`src/rtl/abc_capture_fifo.sv`:
```
// First-word-fall-through capture FIFO for a/b/c triplets with a per-entry sum,
// fill level, full/empty and a sticky overflow flag.
module abc_capture_fifo #(
    parameter  int unsigned W     = 8,
    parameter  int unsigned DEPTH = 8,
    localparam int unsigned AW    = $clog2(DEPTH)
) (
    input  logic          clk,
    input  logic          rst,
    input  logic          in_valid,
    input  logic [W-1:0]  in_a,
    input  logic [W-1:0]  in_b,
    input  logic [W-1:0]  in_c,
    output logic          out_valid,
    input  logic          out_ready,
    output logic [W-1:0]  out_a,
    output logic [W-1:0]  out_b,
    output logic [W-1:0]  out_c,
    output logic [W+1:0]  out_sum,
    output logic [AW:0]   count,
    output logic          full,
    output logic          empty,
    output logic          overflow,
    input  logic          clr_ovf
);

    logic [3*W-1:0] mem_q [DEPTH];
    logic [AW-1:0]  wr_ptr_q, wr_ptr_d;
    logic [AW-1:0]  rd_ptr_q, rd_ptr_d;
    logic [AW:0]    count_q, count_d;
    logic           ovf_q, ovf_d;
    logic           push, pop;
    logic [3*W-1:0] rd_data;

    assign full  = (count_q == (AW+1)'(DEPTH));
    assign empty = (count_q == '0);
    assign pop   = !empty && out_ready;
    // A full FIFO still accepts a push when the head leaves in the same cycle.
    assign push  = in_valid && (!full || pop);

    always_comb begin
        wr_ptr_d = wr_ptr_q;
        rd_ptr_d = rd_ptr_q;
        count_d  = count_q;
        ovf_d    = ovf_q;
        if (push) begin
            wr_ptr_d = wr_ptr_q + AW'(1);
        end
        if (pop) begin
            rd_ptr_d = rd_ptr_q + AW'(1);
        end
        if (push && !pop) begin
            count_d = count_q + (AW+1)'(1);
        end else if (pop && !push) begin
            count_d = count_q - (AW+1)'(1);
        end
        if (clr_ovf) begin
            ovf_d = 1'b0;
        end
        if (in_valid && full && !pop) begin
            ovf_d = 1'b1;
        end
    end

    always_ff @(posedge clk or negedge rst) begin
        if (!rst) begin
            wr_ptr_q <= '0;
            rd_ptr_q <= '0;
            count_q  <= '0;
            ovf_q    <= 1'b0;
        end else begin
            wr_ptr_q <= wr_ptr_d;
            rd_ptr_q <= rd_ptr_d;
            count_q  <= count_d;
            ovf_q    <= ovf_d;
        end
    end

    // Storage is intentionally not reset; validity is tracked by count_q alone.
    always_ff @(posedge clk) begin
        if (push) begin
            mem_q[wr_ptr_q] <= {in_a, in_b, in_c};
        end
    end

    always_comb begin
        rd_data   = mem_q[rd_ptr_q];
        out_valid = !empty;
        out_a     = '0;
        out_b     = '0;
        out_c     = '0;
        if (!empty) begin
            out_a = rd_data[3*W-1:2*W];
            out_b = rd_data[2*W-1:W];
            out_c = rd_data[W-1:0];
        end
        out_sum = {2'b00, out_a} + {2'b00, out_b} + {2'b00, out_c};
    end

    assign count    = count_q;
    assign overflow = ovf_q;

endmodule

```
`config.mk`:
```
export PLATFORM = sky130hd
export DESIGN_NAME = abc_capture_fifo
export DESIGN_NICKNAME = d
export VERILOG_FILES = /design/src/rtl/abc_capture_fifo.sv
export SDC_FILE = /design/constraint.sdc
export NUM_CORES = 1
export LEC_CHECK = 0
export BUFFER_PORTS_ARGS = -buffer_cell sky130_fd_sc_hd__clkbuf_2
export CORE_MARGIN = 2
export CORE_UTILIZATION = 45
export CTS_CLUSTER_DIAMETER = 80
export DETAILED_ROUTE_END_ITERATION = 10
export PLACE_DENSITY_LB_ADDON = 0.15
export SLEW_MARGIN = 20
export SYNTH_ARGS = -nofsm -noshare
export SYNTH_HDL_FRONTEND = slang
export SYNTH_SLANG_ARGS = --single-unit
```
`constraint.sdc`:
```
create_clock -name clk -period 3.4 [get_ports clk]
set_input_delay 0.51 -clock clk [delete_from_list [all_inputs] [get_ports clk]]
set_output_delay 0.51 -clock clk [all_outputs]
set_load 0.05 [all_outputs]
```
# Word-level counts from Yosys, hierarchy flattened

Memory sizes are Yosys's and may differ from the RTL's.
Index checks and enable logic that the tools add are counted.

Register bits after elaboration: 11
Memory bits (writable): 192
Input bits: 29
Output and inout port bits: 42
Word-level logic and storage cells: 35
Memories: 1

Memory list:

| name  | words | bits a word | rd ports | clocked after Yosys merged registers in | write ports | line | source |
|---|---|---|---|---|---|---|---|
| mem_q | 8     | 24          | 1        | 0                                       | 1           | 27   | `logic [3*W-1:0] mem_q [DEPTH];` |

Add/sub/neg operators: 6
Equal/unequal tests: 1
Mux-type cells: 9
Reduce and logical (&&, ||, !) cells: 14

Operators with widths:

| operator                                                           | number |
|---|---|
| 8-bit two-way mux                                                  | 3 |
| 9-bit by 8-bit adder with 10-bit output                            | 1 |
| 8-bit by 8-bit adder with 9-bit output                             | 1 |
| 4-bit two-way mux                                                  | 2 |
| 3-bit by 1-bit adder with 3-bit output, second input constant      | 2 |
| 1-bit logical AND                                                  | 6 |
| 4-bit by 1-bit adder with 4-bit output, second input constant      | 1 |
| 4-bit equality test, second input constant                         | 1 |
| 1-bit logical NOT                                                  | 4 |
| 4-bit logical NOT                                                  | 1 |
| 1-bit two-way mux                                                  | 4 |
| 2-bit nonzero test                                                 | 2 |
| 4-bit by 1-bit subtractor with 4-bit output, second input constant | 1 |
| 1-bit logical OR                                                   | 1 |

# Logic depth before layout (Yosys ltp)

Depth after elaboration: 9
Depth in mapped cells: 16
Gate-level depth less buffers: 13

# Least setup slack after synthesis

No wires, ideal clock.

Kind: register -> output
From: register count_q[0], in the netlist count[0]
To: output out_sum[9]
Arrival: 4.783 ns
Slack: -1.893 ns
Cell stages (with the launch flop): 14
Cell sequence: dfrtp_1 > or4_4 > inv_2 > a21oi_1 > inv_1 > fa_1 > inv_1 > ha_1 > inv_1 > fa_1 > nor2b_1 > o31a_1 > nor2b_1 > a211oi_1

RTL lines:

| element                                 | line | source |
|---|---|---|
| start: declaration                      | 30   | `logic [AW:0] count_q, count_d;` |
| start signal: assignment                | 74   | `count_q <= count_d;` |
| 4-bit logical NOT                       | 36   | `assign empty = (count_q == '0);` |
| 8-bit two-way mux                       | 92   | `if (!empty) begin` |
| via out_c[1]                            | 18   | `output logic [W-1:0] out_c,` |
| 9-bit by 8-bit adder with 10-bit output | 97   | `out_sum = {2'b00, out_a} + {2'b00, out_b} + {2'b00, out_c};` |
| end: declaration                        | 19   | `output logic [W+1:0] out_sum,` |

The timed path passes the listed nets, and every way through them passes these cells.

# Worst setup path in the final report

From: register rd_ptr_q[0]
To: output out_sum[7]

Cells in the longest elaborated chain, start to end: 4

RTL lines:

| element                                     | line | source |
|---|---|---|
| start: declaration                          | 29   | `logic [AW-1:0] rd_ptr_q, rd_ptr_d;` |
| start signal: assignment                    | 73   | `rd_ptr_q <= rd_ptr_d;` |
| memory read 8 x 24 bit (*)                  | n/a  |  |
| 8-bit two-way mux                           | 92   |  |
| 8-bit by 8-bit adder with 9-bit output      | 97   |  |
| 9-bit by 8-bit adder with 10-bit output (*) | 97   |  |

Mark *: on every way between the ends. The rest lies on a longest branch, timed or not.

==> results.json <==
{
  "outcome": "complete, but fails checks",
  "violations": "setup timing",
  "grt_setup_unrepaired": "yes",
  "die_y_um": 143,
  "synthCells": 461,
  "period_minus_slack_ns": 4.40,
  "n_antenna_cell": 0,
  "critPathArrivalTime_ns": 3.89,
  "required_ns": 2.89,
  "mostFrequentLayoutCells": "edfxtp_1, buf_4, clkbuf_2",
  "synth_edf_count": 192,
  "cts_buffer_depth": 3,
  "die_w_um": 143,
  "routed_wl_um": 18800,
  "synth_fp_nets": 512,
  "synth_cell_types": 39,
  "drc_errors": 0,
  "htreeDepth": 1,
  "grt_pass1_wl_um": 29000,
  "clk_pin_slew_worst_paths_ns": 0.06,
  "dp.cells": 823,
  "layout-drive-gt1-share_pct": 49.3,
  "yosysWarnings": 0,
  "yosys_most_used_dff": "edfxtp_1",
  "cp-end-kind": "output port",
  "fin_area_mm2": 0.0111,
  "grt_max_degree": 25,
  "fillers": 1428,
  "worst_slew_pin_slew_ns": 0.774,
  "place_congestion": 0.769,
  "area_growth_pct": 28.0,
  "setup_ws_ns": -0.996,
  "cts_root_buf": "clkbuf_16",
  "post-route-util_pct": 58.9,
  "min_path_type": "in2reg",
  "rows": 50,
  "cap_violations": 0,
  "die_area_mm2": 0.0203,
  "avgViaCountPerCell": 5.35,
  "hpwlAfterDp_um": 12300,
  "clock_latency_ns": 0.49,
  "first_global_vias": 4984,
  "gr-total-overflow": 0,
  "layout_commonest_cell": "edfxtp_1",
  "setup_viol": 8,
  "placed_area_mm2": 0.0102,
  "final-seq-area_mm2": 0.00605,
  "track_usage_pct": 19.3,
  "final_net_count": 666,
  "multi_input_area_mm2": 0.00266,
  "netlist_area_mm2": 0.00864,
  "fmax_mhz": 227,
  "ant_nets": 0,
  "initial_core_util_pct": 46.0,
  "wl_per_cell_um": 21.7,
  "slew_headroom_pct": 48.1,
  "cts_buffers": 21,
  "synth-seq-cells": 203,
  "drt_iter0_drc": 301,
  "routed-via-count": 4621,
  "slew_viol_final": 0,
  "worst-path-max-fanout": 9,
  "finClkSkew_ns": 0.00956,
  "rrSetupSlack_ns": 0.33,
  "dr.pass1.iters": 4,
  "timing.final.hold_violations": 0,
  "final_cells": 863,
  "cts_tree": "done",
  "antenna_found_initial": 0,
  "postSynthAreaPerCell_um2": 18.7,
  "io_pins": 71,
  "ys_seq_area_share_pct": 69.9,
  "cts.sinks": 203,
  "synthArstFlopShare_pct": 5.42,
  "coreArea_mm2": 0.0188,
  "path_class": "reg2out",
  "setup.worst_path.start_class": "register",
  "fin_crit_sh_pct": 129,
  "port-buffer-count": 70
}
-- final cells by class --
type | instances | share of cell area, %
Clock buffer | 21 | 4.75
Clock inverter | 16 | 1.91
Inverter | 32 | 1.19
Multi-Input combinational cell | 208 | 24.0
Sequential cell | 203 | 54.7
Tap cell | 234 | 2.65
Timing Repair Buffer | 149 | 10.8
-- cell usage after synthesis (all sizes together), types with 2 or more instances --
cell type / count / area share [%]
fa: 10 / 2.3
mux2: 2 / 0.26
xnor2: 9 / 0.91
edfxtp: 192 / 67
nor3: 8 / 0.46
inv: 32 / 1.4
clkbuf: 3 / 0.13
o21ai: 8 / 0.59
buf: 15 / 1.6
nor2b: 4 / 0.29
nor4: 2 / 0.14
a21oi: 21 / 1.7
nand2: 27 / 1.2
nand2b: 17 / 1.2
or4b: 2 / 0.28
nand3: 3 / 0.17
mux4: 48 / 13
ha: 12 / 1.7
nor2: 15 / 0.65
dfrtp: 11 / 3.2
mux2i: 11 / 1.3
-- flip-flops by register name (all words and copies together), names as in the netlist --
signal,flops
wr_ptr_q,3
overflow,1
count,4
rd_ptr_q,3
mem_q,192
-- path summary, 6_finish.rpt --
kind / start / depth (start not counted) / endpoint
worst min-delay path: clr_ovf / 2 / overflow$_DFFE_PN0P_
min in group asynchronous: rst / 2 / overflow$_DFFE_PN0P_
worst max register to register: count[2]$_DFFE_PN0P_ / 10 / count[3]$_DFFE_PN0P_
max in group asynchronous: rst / 2 / rd_ptr_q[0]$_DFFE_PN0N_
worst max-delay path: rd_ptr_q[0]$_DFFE_PN0N_ / 14 / out_sum[7]
worst min register to register: overflow$_DFFE_PN0P_ / 2 / overflow$_DFFE_PN0P_
-- routing by layer --
metal / share of wire [%] / GRT usage, % / up-vias
met5: 0 / 0 / -
met4: 1.8 / 4.53 / 0
met3: 3.9 / 2.52 / 31
met2: 50 / 32.0 / 91
met1: 44 / 27.5 / 2396
li1: - / - / 2103
-- cells by family (layout without fill, tap and decap cells) --
group | after synthesis | after routing | synth area share, %
buf+inv | 50 | 218 | 3.16
compound gates | 36 | 36 | 2.93
flops | 203 | 203 | 69.9
mux | 61 | 61 | 14.4
xor+xnor | 10 | 10 | 1.01
fa+ha+maj | 22 | 22 | 4.06
simple gates | 79 | 79 | 4.56
-- stage by stage --
stage               hold slack, ns  setup slack [ns]  setup TNS, ns
floorplan                    0.214            -0.701          -4.44
detailed placement           0.420            -0.543          -3.13
CTS                          0.200             -1.01          -6.99
global placement             0.417            -0.524          -2.94
global route                 0.215             -1.11          -7.63
finish                       0.208            -0.996          -6.46
-- critical path: stages (launching register included) --
cell,delay [ns]
dfrtp_2,0.47
buf_12,0.18
buf_12,0.13
mux4_2,0.36
nand2b_4,0.06
a21oi_4,0.16
inv_2,0.05
fa_1,0.52
inv_1,0.07
ha_4,0.24
nor2b_2,0.15
o31a_1,0.26
or4b_4,0.51
nand3_4,0.10
buf_12,0.13
-- timing repair --
action	4_1_cts	5_1_grt
gates resized for setup	11	12
cloned	0	0
hold endpoints to repair	11	0
setup endpoints to repair	9	9
pin swaps	2	0
buffers inserted	1	1
hold buffers	1	0
Power is left out: the tool's default activity adds up to more than one toggle a clock period on the data nets, which glitch-free logic cannot reach.
